### src/rtl/pipo_arbiter.sv
// pipo_arbiter: four requesters share one 4-bit parallel-in parallel-out
// register through a round-robin arbiter with a two-state FSM (IDLE, HOLD).
//
// Parameters
//   HOLD_CYCLES  cycles a grant is held after each load (1..15)
//
// Ports
//   clk          clock, all state updates on the rising edge
//   rst          asynchronous active-low reset
//   req[3:0]     req[i] asks to load requester i's data slice
//   req_data     requester i data on req_data[4i+3:4i]
//   lock[3:0]    owner asks to keep ownership (only with PIPO_ARB_LOCK_EN)
//   data_out     shared register contents
//   gnt          one-hot current owner, zero when idle
//   ack          one-cycle one-hot pulse in the cycle after a load
//   busy         high while in HOLD
//
// Build option
//   PIPO_ARB_LOCK_EN  when defined, an owner holding lock and req at the end
//                     of its hold reloads and keeps the grant; otherwise the
//                     lock port is ignored.
module pipo_arbiter #(
   parameter int unsigned HOLD_CYCLES = 2
) (
   input  logic        clk,
   input  logic        rst,
   input  logic [3:0]  req,
   input  logic [15:0] req_data,
   input  logic [3:0]  lock,
   output logic [3:0]  data_out,
   output logic [3:0]  gnt,
   output logic [3:0]  ack,
   output logic        busy
);

   typedef enum logic {IDLE, HOLD} state_t;

   localparam logic [3:0] CNT_INIT = 4'(HOLD_CYCLES - 1);

   state_t          state;
   logic [3:0]      cnt;
   logic [1:0]      rr_ptr;
   logic [1:0]      owner;
   logic [3:0][3:0] slice;
   logic [1:0]      win;
   logic            win_vld;
   logic            reload;

   assign slice = req_data;

   // Round-robin pick: scan offsets high to low so the smallest offset
   // from rr_ptr (with 2-bit wrap) is the last to overwrite win.
   always_comb begin
      logic [1:0] idx;
      idx     = 2'd0;
      win     = rr_ptr;
      win_vld = 1'b0;
      for (int k = 3; k >= 0; k--) begin
         idx = rr_ptr + 2'(k);
         if (req[idx]) begin
            win     = idx;
            win_vld = 1'b1;
         end
      end
   end

`ifdef PIPO_ARB_LOCK_EN
   // Only the owner's lock/req pair matters; other lock bits are ignored.
   assign reload = lock[owner] & req[owner];
`else
   logic unused_lock;
   assign unused_lock = ^lock;
   assign reload      = 1'b0;
`endif

   always_ff @(posedge clk or negedge rst) begin
      if (!rst) begin
         state    <= IDLE;
         cnt      <= 4'd0;
         rr_ptr   <= 2'd0;
         owner    <= 2'd0;
         data_out <= 4'd0;
         gnt      <= 4'd0;
         ack      <= 4'd0;
         busy     <= 1'b0;
      end else begin
         // ack is a single-cycle pulse unless a load happens this edge
         ack <= 4'd0;
         case (state)
            IDLE: begin
               if (win_vld) begin
                  data_out <= slice[win];
                  gnt      <= 4'b0001 << win;
                  ack      <= 4'b0001 << win;
                  owner    <= win;
                  cnt      <= CNT_INIT;
                  busy     <= 1'b1;
                  state    <= HOLD;
               end
            end
            HOLD: begin
               // req is not looked at until the hold expires, so an owner
               // withdrawing early cannot shorten it
               if (cnt != 4'd0) begin
                  cnt <= cnt - 4'd1;
               end else if (reload) begin
                  data_out <= slice[owner];
                  ack      <= gnt;
                  cnt      <= CNT_INIT;
               end else begin
                  gnt    <= 4'd0;
                  busy   <= 1'b0;
                  rr_ptr <= owner + 2'd1;
                  state  <= IDLE;
               end
            end
            default: state <= IDLE;
         endcase
      end
   end

endmodule

### config.mk
export PLATFORM = sky130hd
export DESIGN_NAME = pipo_arbiter
export DESIGN_NICKNAME = d
export VERILOG_FILES = /design/src/rtl/pipo_arbiter.sv
export SDC_FILE = /design/constraint.sdc
export NUM_CORES = 1
export LEC_CHECK = 0
export BUFFER_PORTS_ARGS = -buffer_cell sky130_fd_sc_hd__buf_4
export CORE_MARGIN = 5
export CORE_UTILIZATION = 45
export CTS_BUF_LIST = sky130_fd_sc_hd__clkbuf_4 sky130_fd_sc_hd__clkbuf_8
export CTS_CLUSTER_DIAMETER = 120
export CTS_CLUSTER_SIZE = 40
export DETAILED_ROUTE_END_ITERATION = 16
export PLACE_DENSITY = 0.77
export REMOVE_ABC_BUFFERS = 1
export SYNTH_ARGS = -nofsm -noshare
export SYNTH_HDL_FRONTEND = slang
export SYNTH_SLANG_ARGS = --single-unit
export TNS_END_PERCENT = 5
### constraint.sdc
create_clock -name clk -period 1.7 [get_ports clk]
set_input_delay 0.17 -clock clk [delete_from_list [all_inputs] [get_ports clk]]
set_output_delay 0.17 -clock clk [all_outputs]
set_load 0.005 [all_outputs]
==> out/results.ini, run 1 <==
[floorplan]
rows=17
die-area_mm2=0.003422
chipHeight_um=58.50
io_pins=39
die_w_um=58.50
fp.coreArea_mm2=0.002233
initial_utilization_pct=47.39

[outcome]
status=complete, no violations

[clock_network]
cts_root_buf=clkbuf_4
cts_tree=done
cts_buffers=3
clkTransAtPathRegs_ns=0.12
clk_path_buf_depth=2
clk_latency_ns=0.30
clock_sinks=22
htree_levels=1

[synth]
syn_area_per_cell_um2=10.28
ys_ff_latch=22
yosysTopAreaCell=dfrtp_1
syn_inst=103
synth.area.top_cells=dfrtp_1, mux2i_1, nand2_1
ys_types=25
netlist.area_leader.share_pct=52.01
synth_seq_area_share_pct=52.01
syn_area_mm2=0.001059
ys_warn_count=0

[finish]
fin_util_pct=66.27
drive_gt1_share_pct=37.16
area_delta_synth_final_pct=39.83
final_area_mm2=0.001480
final_cell_mix=buf_4, dfrtp_1, nand2_1
final_common_cell=buf_4
diodes=0
fillers=180
finalNetCount=177

[grt]
gr-usage-all-layers_pct=16.21
grt_remaining_overflow=0
antenna_found_initial=0
first_global_vias=931
grt_max_degree=23
grt_pass1_wl_um=4195

[power_and_ir_drop]
powerDensity_mw_per_mm2=1649
p_total_w=0.002441
p_leak_nw=0.7675
peakVddDrop_mv=1.051

[detailed_routing]
via_per_inst=5.295
vias=932
routed_wirelength_um=2587
routedWlPerCell_um=14.70
drcViolationCount=0
drt_iter0_markers=32
first_pass_iters=4
drtAntennaViolNets=0

[critical_path]
startpoint_type=flip-flop
path_delay_family=simple AND/OR/NAND/NOR gates
end_kind=flip-flop
worst-setup-path-type=reg2reg
cp.arrival_ns=1.87
slowest_delay_ns=0.41
crit_fanout=2
crit_chain=inv_2 -> ha_4 -> and4bb_4 -> a21o_1 -> or4_4 -> xor2_1 -> nor2_1
required_ns=1.89
critPathSlowestCell=or4_4
cp_num_buf_inv=1

[place]
gpl.final_weighted_congestion=0.6982
placed_area_mm2=0.001364
io_buffer_count=34
dp_hpwl_um=1953
post-place-ws_ns=-0.03080

[timing]
drv_slew=0
final-hold-violation-count=0
timing.final.crit_share_pct=98.99
max_freq_ghz=0.5942
skew_ns=0.0007320
setup_viol=0
relSlewSlack_pct=71.63
rsz0062_at_grt=yes
holdWs_ns=0.1753
setup_slack_ns=0.01709
min_period_ns=1.683
tightest_slew_ns=0.4256

[flow_run]
maxCapViolations=0

[worst_hold_path]
hold_class=in2reg

[report_power, final]
group | internal [W] | switching (W)
clock | 0.000238 | 0.000157
sequential | 0.000744 | 0.000148
combinational | 0.000606 | 0.000547
total | 0.00159 | 0.000852
[worst paths after layout]
kind	startpoint	endpoint	slack [ns]	cells past startpoint
worst max-delay path	cnt[1]	cnt[3]	0.02	7
min in group asynchronous	rst	cnt[0]	0.27	2
worst min-delay path	req_data[2]	data_out[2]	0.18	3
worst max register to register	cnt[1]	cnt[3]	0.02	7
worst min register to register	owner[0]	rr_ptr[0]	0.50	1
max in group asynchronous	rst	data_out[3]	1.21	2
[Yosys cell counts, drive strengths merged]
cell and number:
a21o 3, a21oi 4, a2bb2oi 1, and4bb 1, buf 1, clkbuf 1, dfrtp 22, ha 2
inv 6, mux2i 8, nand2 16, nor2 12, nor2b 3, nor3b 1, nor4 1, o2111ai 1
o211ai 1, o21ai 6, o221ai 4, o22a 2, o22ai 2, or2 1, or4 1, xnor2 1
xor2 2
[cell type report]
cell class | instances | area [um2] | share of cell area (%)
clock buffer | 3 | 22.52 | 1.522
clock inverter | 1 | 30.03 | 2.029
inverter | 6 | 22.52 | 1.522
multi-input combinational | 73 | 494.2 | 33.39
sequential | 22 | 550.5 | 37.19
tap | 28 | 35.03 | 2.367
timing repair buffer | 43 | 325.3 | 21.98
[per-layer routing]
layer,vias up,part of all wire (%),global-route usage (%)
li1,452,-,-
met1,453,42,19.92
met2,25,52,28.71
met3,2,5.8,4.825
met4,0,0.39,1.987
met5,-,0,0
[cell families (layout without fill, tap and decap cells)]
kind of cell,after synthesis,after routing,synth area share (%)
simple gates,36,36,15.84
buf+inv,8,53,3.546
flops,22,22,52.01
fa+ha+maj,2,2,2.364
mux,8,8,7.565
compound gates,24,24,16.19
xor+xnor,3,3,2.483
[registers in the layout (all words and copies together), names as in the netlist]
name,flops
data_out,4
rr_ptr,2
owner,2
busy,1
ack,4
cnt,4
state,1
gnt,4
[through the flow]
stage               setup TNS, ns  instances
finish                          0        176
CTS                             0        173
floorplan                       0        101
global placement                0        167
detailed placement       -0.03080        167
global route             -0.06924        176
[tightest hold or removal path, cell delays in order]
cell and delay [ns]:
buf_4 0.08, mux2i_1 0.05, o221ai_1 0.15
[what timing repair did]
item,CTS,global route
gates cloned,0,0
hold buffers,1,0
pin swaps,0,1
resized for setup,3,3
buffers inserted,1,3
setup endpoints to repair,1,4
hold endpoints to repair,22,0
Power figures use the tool's default switching activity.
==> run 2, diff against run 1 <==
--- a/config.mk
+++ b/config.mk
@@ -7,12 +7,12 @@
 export LEC_CHECK = 0
 export BUFFER_PORTS_ARGS = -buffer_cell sky130_fd_sc_hd__buf_4
 export CORE_MARGIN = 5
-export CORE_UTILIZATION = 45
+export CORE_UTILIZATION = 50
 export CTS_BUF_LIST = sky130_fd_sc_hd__clkbuf_4 sky130_fd_sc_hd__clkbuf_8
 export CTS_CLUSTER_DIAMETER = 120
 export CTS_CLUSTER_SIZE = 40
 export DETAILED_ROUTE_END_ITERATION = 16
-export PLACE_DENSITY = 0.77
+export PLACE_DENSITY = 0.81
 export REMOVE_ABC_BUFFERS = 1
 export SYNTH_ARGS = -nofsm -noshare
 export SYNTH_HDL_FRONTEND = slang
==> constraint.sdc (replaced) <==
create_clock -name clk -period 2.12 [get_ports clk]
set_input_delay 0.212 -clock clk [delete_from_list [all_inputs] [get_ports clk]]
set_output_delay 0.212 -clock clk [all_outputs]
set_load 0.005 [all_outputs]
==> run 2 against run 1 <==
  * Global-route usage is 0.28 points lower
  * Routed wire length is 8.8% lower
  * Die area is 8.3% lower
  * Fmax is 7.5% lower
  * Largest cell class unchanged
  * Highest routed layer unchanged
==> out/results.ini, run 2 (synthesis results as in run 1) <==
[timing]
rsz0062_at_grt=no  ; was yes
setup_viol=0  ; unchanged
tightest_slew_ns=0.4433  ; was 0.4256 ns
skew_ns=0.003175  ; was 0.0007320 ns
setup_slack_ns=0.3005  ; was 0.01709 ns
timing.final.crit_share_pct=85.83  ; was 98.99%
drv_slew=0  ; unchanged
final.setup.tns_ns=0  ; unchanged
max_freq_ghz=0.5496  ; was 0.5942 GHz
relSlewSlack_pct=70.17  ; was 71.63%
final-hold-violation-count=0  ; unchanged
min_period_ns=1.820  ; was 1.683 ns

[critical_path]
worst_path_most_repeated_cell=o22a_2
required_ns=2.30  ; was 1.89 ns
crit_path_start=rr_ptr[1]  ; was cnt[1]
crit_end=data_out[2]  ; was cnt[3]
regToRegSetupSlack_ns=0.30  ; was 0.02 ns
cp.arrival_ns=2.00  ; was 1.87 ns
crit_chain=nor3b_1 -> o22a_2 -> o22a_2 -> mux2i_1 -> o221ai_1  ; was inv_2 -> ha_4 -> and4bb_4 -> a21o_1 -> or4_4 -> xor2_1 -> nor2_1
r2r-end=data_out[2]  ; was cnt[3]
worstRegToRegCells=5  ; was 7
r2r_start=rr_ptr[1]  ; was cnt[1]
startpoint_type=flip-flop  ; unchanged
end_kind=flip-flop  ; unchanged
critPathSlowestCell=dfrtp_1  ; was or4_4
crit_fanout=11  ; was 2
worst-setup-path-type=reg2reg  ; unchanged
slowest_delay_ns=0.50  ; was 0.41 ns

[grt]
first_global_vias=883  ; was 931
gr-usage-all-layers_pct=15.93  ; was 16.21%
grt_remaining_overflow=0  ; unchanged
grt_max_degree=23  ; unchanged
antenna_found_initial=0  ; unchanged
grt_pass1_wl_um=3974  ; was 4195 um

[finish]
diodes=0  ; unchanged
drive_gt1_share_pct=30.71  ; was 37.16%
final_common_cell=buf_4  ; unchanged
finalNetCount=169  ; was 177
final_cell_mix=buf_4, dfrtp_1, nand2_1  ; unchanged
area_delta_synth_final_pct=30.26  ; was 39.83%
regArea_um2=550.5  ; unchanged
fillers=156  ; was 180
fin_util_pct=69.57  ; was 66.27%
stdcell_count=167  ; was 176
final_area_mm2=0.001379  ; was 0.001480 mm2
multi_input_area_um2=470.5  ; was 494.2 um2

[clock_network]
post-cts-setup-buffers=0  ; was 1
clock_sinks=22  ; unchanged
htree_levels=1  ; unchanged
clk_latency_ns=0.30  ; about the same
cts_root_buf=clkbuf_4  ; unchanged
cts_buffers=3  ; unchanged
clkTransAtPathRegs_ns=0.12  ; about the same
clk_path_buf_depth=2  ; unchanged
cts_tree=done  ; unchanged
cts_hold_buf=1  ; unchanged
cts-resized-gates=0  ; was 3

[floorplan]
chipHeight_um=56.01  ; was 58.50 um
rows=16  ; was 17
fp.coreArea_mm2=0.001982  ; was 0.002233 mm2
die_w_um=56.01  ; was 58.50 um
die-area_mm2=0.003137  ; was 0.003422 mm2
io_pins=39  ; unchanged
initial_utilization_pct=53.41  ; was 47.39%

[detailed_routing]
via_per_inst=5.377  ; was 5.295
dr_wl_met2_um=1185  ; was 1334 um
drcViolationCount=0  ; unchanged
wl_met1_um=1006  ; was 1092 um
drtAntennaViolNets=0  ; unchanged
first_pass_iters=4  ; unchanged
routed_wirelength_um=2360  ; was 2587 um
drt_iter0_markers=8  ; was 32
routedWlPerCell_um=14.13  ; was 14.70 um
vias=898  ; was 932
dr_wl_met3_um=151  ; was 149 um
maxUsedRoutingLayer=met4  ; unchanged

[power_and_ir_drop]
p_leak_nw=0.7206  ; was 0.7675 nW
powerDensity_mw_per_mm2=1254  ; was 1649 mW/mm2
peakVddDrop_mv=0.7490  ; was 1.051 mV

[worst_hold_path]
hold_class=in2reg  ; unchanged
hp-start=req_data[0]  ; was req_data[2]

[flow_run]
maxCapViolations=0  ; unchanged

[place]
placed_area_mm2=0.001333  ; was 0.001364 mm2
dp.cells=162  ; was 167
post-place-ws_ns=0.3000  ; was -0.03080 ns
io_buffer_count=34  ; unchanged
gpl.final_weighted_congestion=0.7060  ; was 0.6982
dp_hpwl_um=1878  ; was 1953 um

[outcome]
status=complete, no violations  ; unchanged

run 2: worst max-delay path: cells and delay by family, from the launching register on:
kind	cells	cell delay [ns]
AOI/OAI and AO/OA	3	0.67
DFF	1	0.50
muxes	1	0.24
and+or+nand+nor	1	0.30
run 2: how the worst min path moves through the flow:
stage                     slack [ns]  cells past startpoint          end
final                           0.22                      3  data_out[0]
after global routing            0.22                      3  data_out[3]
after CTS                       0.22                      3  data_out[1]
after detailed placement        0.11                      1         busy
after global placement          0.11                      1  data_out[2]
after floorplan                -0.08                      0       ack[0]
run 2: cell type report:
type	instances	area share (%)
multi-input combinational	73	34.12
timing repair buffer	35	19.24
inverter	6	1.633
clock buffer	4	2.632
tap	27	2.450
sequential	22	39.93
run 2: routing by layer:
metal,GRT usage [%],vias to the layer above
met3,3.248,2
li1,-,435
met4,6.102,0
met2,26.38,33
met5,0,-
met1,20.32,428
run 2: where the power goes:
| group | switching, W | internal [W] | leakage (nW) |
|---|---|---|---|
| registers | 0.000132 | 0.000597 | 0.274 |
| clock network | 0.000123 | 0.000105 | 0.0210 |
| logic | 0.000385 | 0.000388 | 0.425 |
| total | 0.000640 | 0.00109 | 0.721 |
run 2: through the flow:
step / power [W] / hold slack (ns)
3_5_place_dp: 0.001522 / 0.1136
3_3_place_gp: 0.001472 / 0.1093
2_1_floorplan: 0.001205 / -0.08359
5_1_grt: 0.001875 / 0.2225
4_1_cts: 0.001747 / 0.2193
6_report: 0.001729 / 0.2219
==> run 3, diff against run 2 <==
--- a/config.mk
+++ b/config.mk
@@ -6,12 +6,14 @@
 export NUM_CORES = 1
 export LEC_CHECK = 0
 export BUFFER_PORTS_ARGS = -buffer_cell sky130_fd_sc_hd__buf_4
+export CAP_MARGIN = 20
 export CORE_MARGIN = 5
 export CORE_UTILIZATION = 50
 export CTS_BUF_LIST = sky130_fd_sc_hd__clkbuf_4 sky130_fd_sc_hd__clkbuf_8
 export CTS_CLUSTER_DIAMETER = 120
 export CTS_CLUSTER_SIZE = 40
 export DETAILED_ROUTE_END_ITERATION = 16
+export MAX_ROUTING_LAYER = met4
 export PLACE_DENSITY = 0.81
 export REMOVE_ABC_BUFFERS = 1
 export SYNTH_ARGS = -nofsm -noshare
==> run 3 against run 2 <==
  * Die area is the same
  * Global-route usage is 0.49 points higher
  * Critical path depth stayed put
  * Routed wire length about the same
  * Sequential cell count did not move
  * Largest power group unchanged
  * Highest routed layer unchanged
==> out/results.ini, run 3 (synthesis results as in run 1) <==
[outcome]
status=complete, no violations  ; unchanged

[timing]
final.setup.tns_ns=0  ; unchanged
setup_viol=0  ; unchanged
min_period_ns=1.817  ; was 1.820 ns
skew_ns=0.004000  ; was 0.003175 ns
rsz0062_at_grt=no  ; unchanged
relSlewSlack_pct=70.13  ; was 70.17%
drv_slew=0  ; unchanged
timing.final.crit_share_pct=85.71  ; was 85.83%
final-hold-violation-count=0  ; unchanged
tightest_slew_ns=0.4440  ; was 0.4433 ns
max_freq_ghz=0.5503  ; was 0.5496 GHz

[worst_hold_path]
hold_class=in2reg  ; unchanged
whs_path_depth=3  ; unchanged

[critical_path]
path_delay_family=compound AO/OA/AOI/OAI gates  ; unchanged
required_ns=2.30  ; about the same
end_kind=flip-flop  ; unchanged
slowest_delay_ns=0.49  ; was 0.50 ns
crit_fanout=11  ; unchanged
regToRegSetupSlack_ns=0.30  ; about the same
cp.arrival_ns=1.99  ; was 2.00 ns
crit_chain=nor3b_1 -> o22a_2 -> o22a_2 -> mux2i_1 -> o221ai_1  ; unchanged
path_depth=5  ; unchanged
worstRegToRegCells=5  ; unchanged
critPathSlowestCell=dfrtp_1  ; unchanged
startpoint_type=flip-flop  ; unchanged
worst-setup-path-type=reg2reg  ; unchanged
worst_path_most_repeated_cell=o22a_2  ; unchanged
cp_num_buf_inv=0  ; unchanged

[detailed_routing]
drcViolationCount=0  ; unchanged
routed_wirelength_um=2361  ; was 2360 um
drt_iter0_markers=7  ; was 8
drtAntennaViolNets=0  ; unchanged
first_pass_iters=3  ; was 4
vias=900  ; was 898
via_per_inst=5.389  ; was 5.377
routedWlPerCell_um=14.14  ; was 14.13 um

[grt]
gr-usage-all-layers_pct=16.43  ; was 15.93%
grt_max_degree=23  ; unchanged
grt_pass1_wl_um=4002  ; was 3974 um
first_global_vias=878  ; was 883
grt_remaining_overflow=0  ; unchanged
antenna_found_initial=0  ; unchanged

[finish]
area_delta_synth_final_pct=30.26  ; unchanged
final_area_mm2=0.001379  ; unchanged
drive_gt1_share_pct=30.71  ; unchanged
diodes=0  ; unchanged
final_cell_mix=buf_4, dfrtp_1, nand2_1  ; unchanged
finalNetCount=169  ; unchanged
final_common_cell=buf_4  ; unchanged

[clock_network]
htree_levels=1  ; unchanged
clkTransAtPathRegs_ns=0.12  ; about the same
cts_root_buf=clkbuf_4  ; unchanged
clk_path_buf_depth=2  ; unchanged
clk_latency_ns=0.30  ; about the same
clock_sinks=22  ; unchanged
cts_tree=done  ; unchanged
cts_buffers=3  ; unchanged
post-cts-setup-buffers=0  ; unchanged
cts-resized-gates=0  ; unchanged

[flow_run]
maxCapViolations=0  ; unchanged

[place]
io_buffer_count=34  ; unchanged
dp_hpwl_um=1878  ; unchanged
gpl.final_weighted_congestion=0.7138  ; was 0.7060
placed_area_mm2=0.001333  ; unchanged

[floorplan]
io_pins=39  ; unchanged
rows=16  ; unchanged
fp.coreArea_mm2=0.001982  ; unchanged
chipHeight_um=56.01  ; unchanged
initial_utilization_pct=53.41  ; unchanged
die_w_um=56.01  ; unchanged
die-area_mm2=0.003137  ; unchanged

[power_and_ir_drop]
p_leak_nw=0.7206  ; unchanged
powerDensity_mw_per_mm2=1252  ; was 1254 mW/mm2
peakVddDrop_mv=0.7483  ; was 0.7490 mV

[run 3: cell counts in the layout (fill, tap and decap cells not counted)]
Identical to the previous run, type by type.
[run 3: path summary, 6_finish.rpt]
kind	endpoint	start
max	data_out[2]	rr_ptr[1]
min	data_out[0]	req_data[0]
max reg2reg	data_out[2]	rr_ptr[1]
min reg2reg	gnt[3]	gnt[3]
max in group asynchronous	ack[1]	rst
min in group asynchronous	data_out[2]	rst
[run 3: area by class of cell]
| cell class | instances | area [um2] |
|---|---|---|
| Timing Repair Buffer | 35 | 265.3 |
| Clock buffer | 4 | 36.28 |
| Sequential cell | 22 | 550.5 |
| Inverter | 6 | 22.52 |
| Fill cell | 156 | 603.1 |
| Tap cell | 27 | 33.78 |
| Multi-Input combinational cell | 73 | 470.5 |
[run 3: metal layers]
metal  track usage, %  wire length (um)  vias up
li1                 -                 -      434
met3            3.016               125        2
met1            20.61              1038      435
met2            26.38              1179       29
met4            6.102                18        0
met5                -                 0        -
[run 3: what timing repair did]
item,4_1_cts,5_1_grt
setup endpoints to repair,0,0
hold buffers,1,0
hold endpoints to repair,22,0
[run 3: power by group]
part / internal, W / switching, W
combinational: 0.000388 / 0.000383
clock: 0.000105 / 0.000123
sequential: 0.000597 / 0.000131
total: 0.00109 / 0.000637
[run 3: worst min-delay path: cells and delay by family]
family	cells	cell delay [ns]
compound gates	1	0.16
buf+inv	1	0.07
mux	1	0.05
[run 3: per-stage QoR]
stage,utilization (%),setup WS (ns),instances,power (W),hold WS [ns]
final,69.57,0.3029,167,0.001727,0.2242
after global routing,69.57,0.1482,167,0.001876,0.2225
after global placement,67.23,0.3834,162,0.001472,0.1093
after detailed placement,67.23,0.3000,162,0.001522,0.1136
after floorplan,-,0.4319,101,0.001205,-0.08359
after CTS,69.57,0.2950,167,0.001747,0.2193
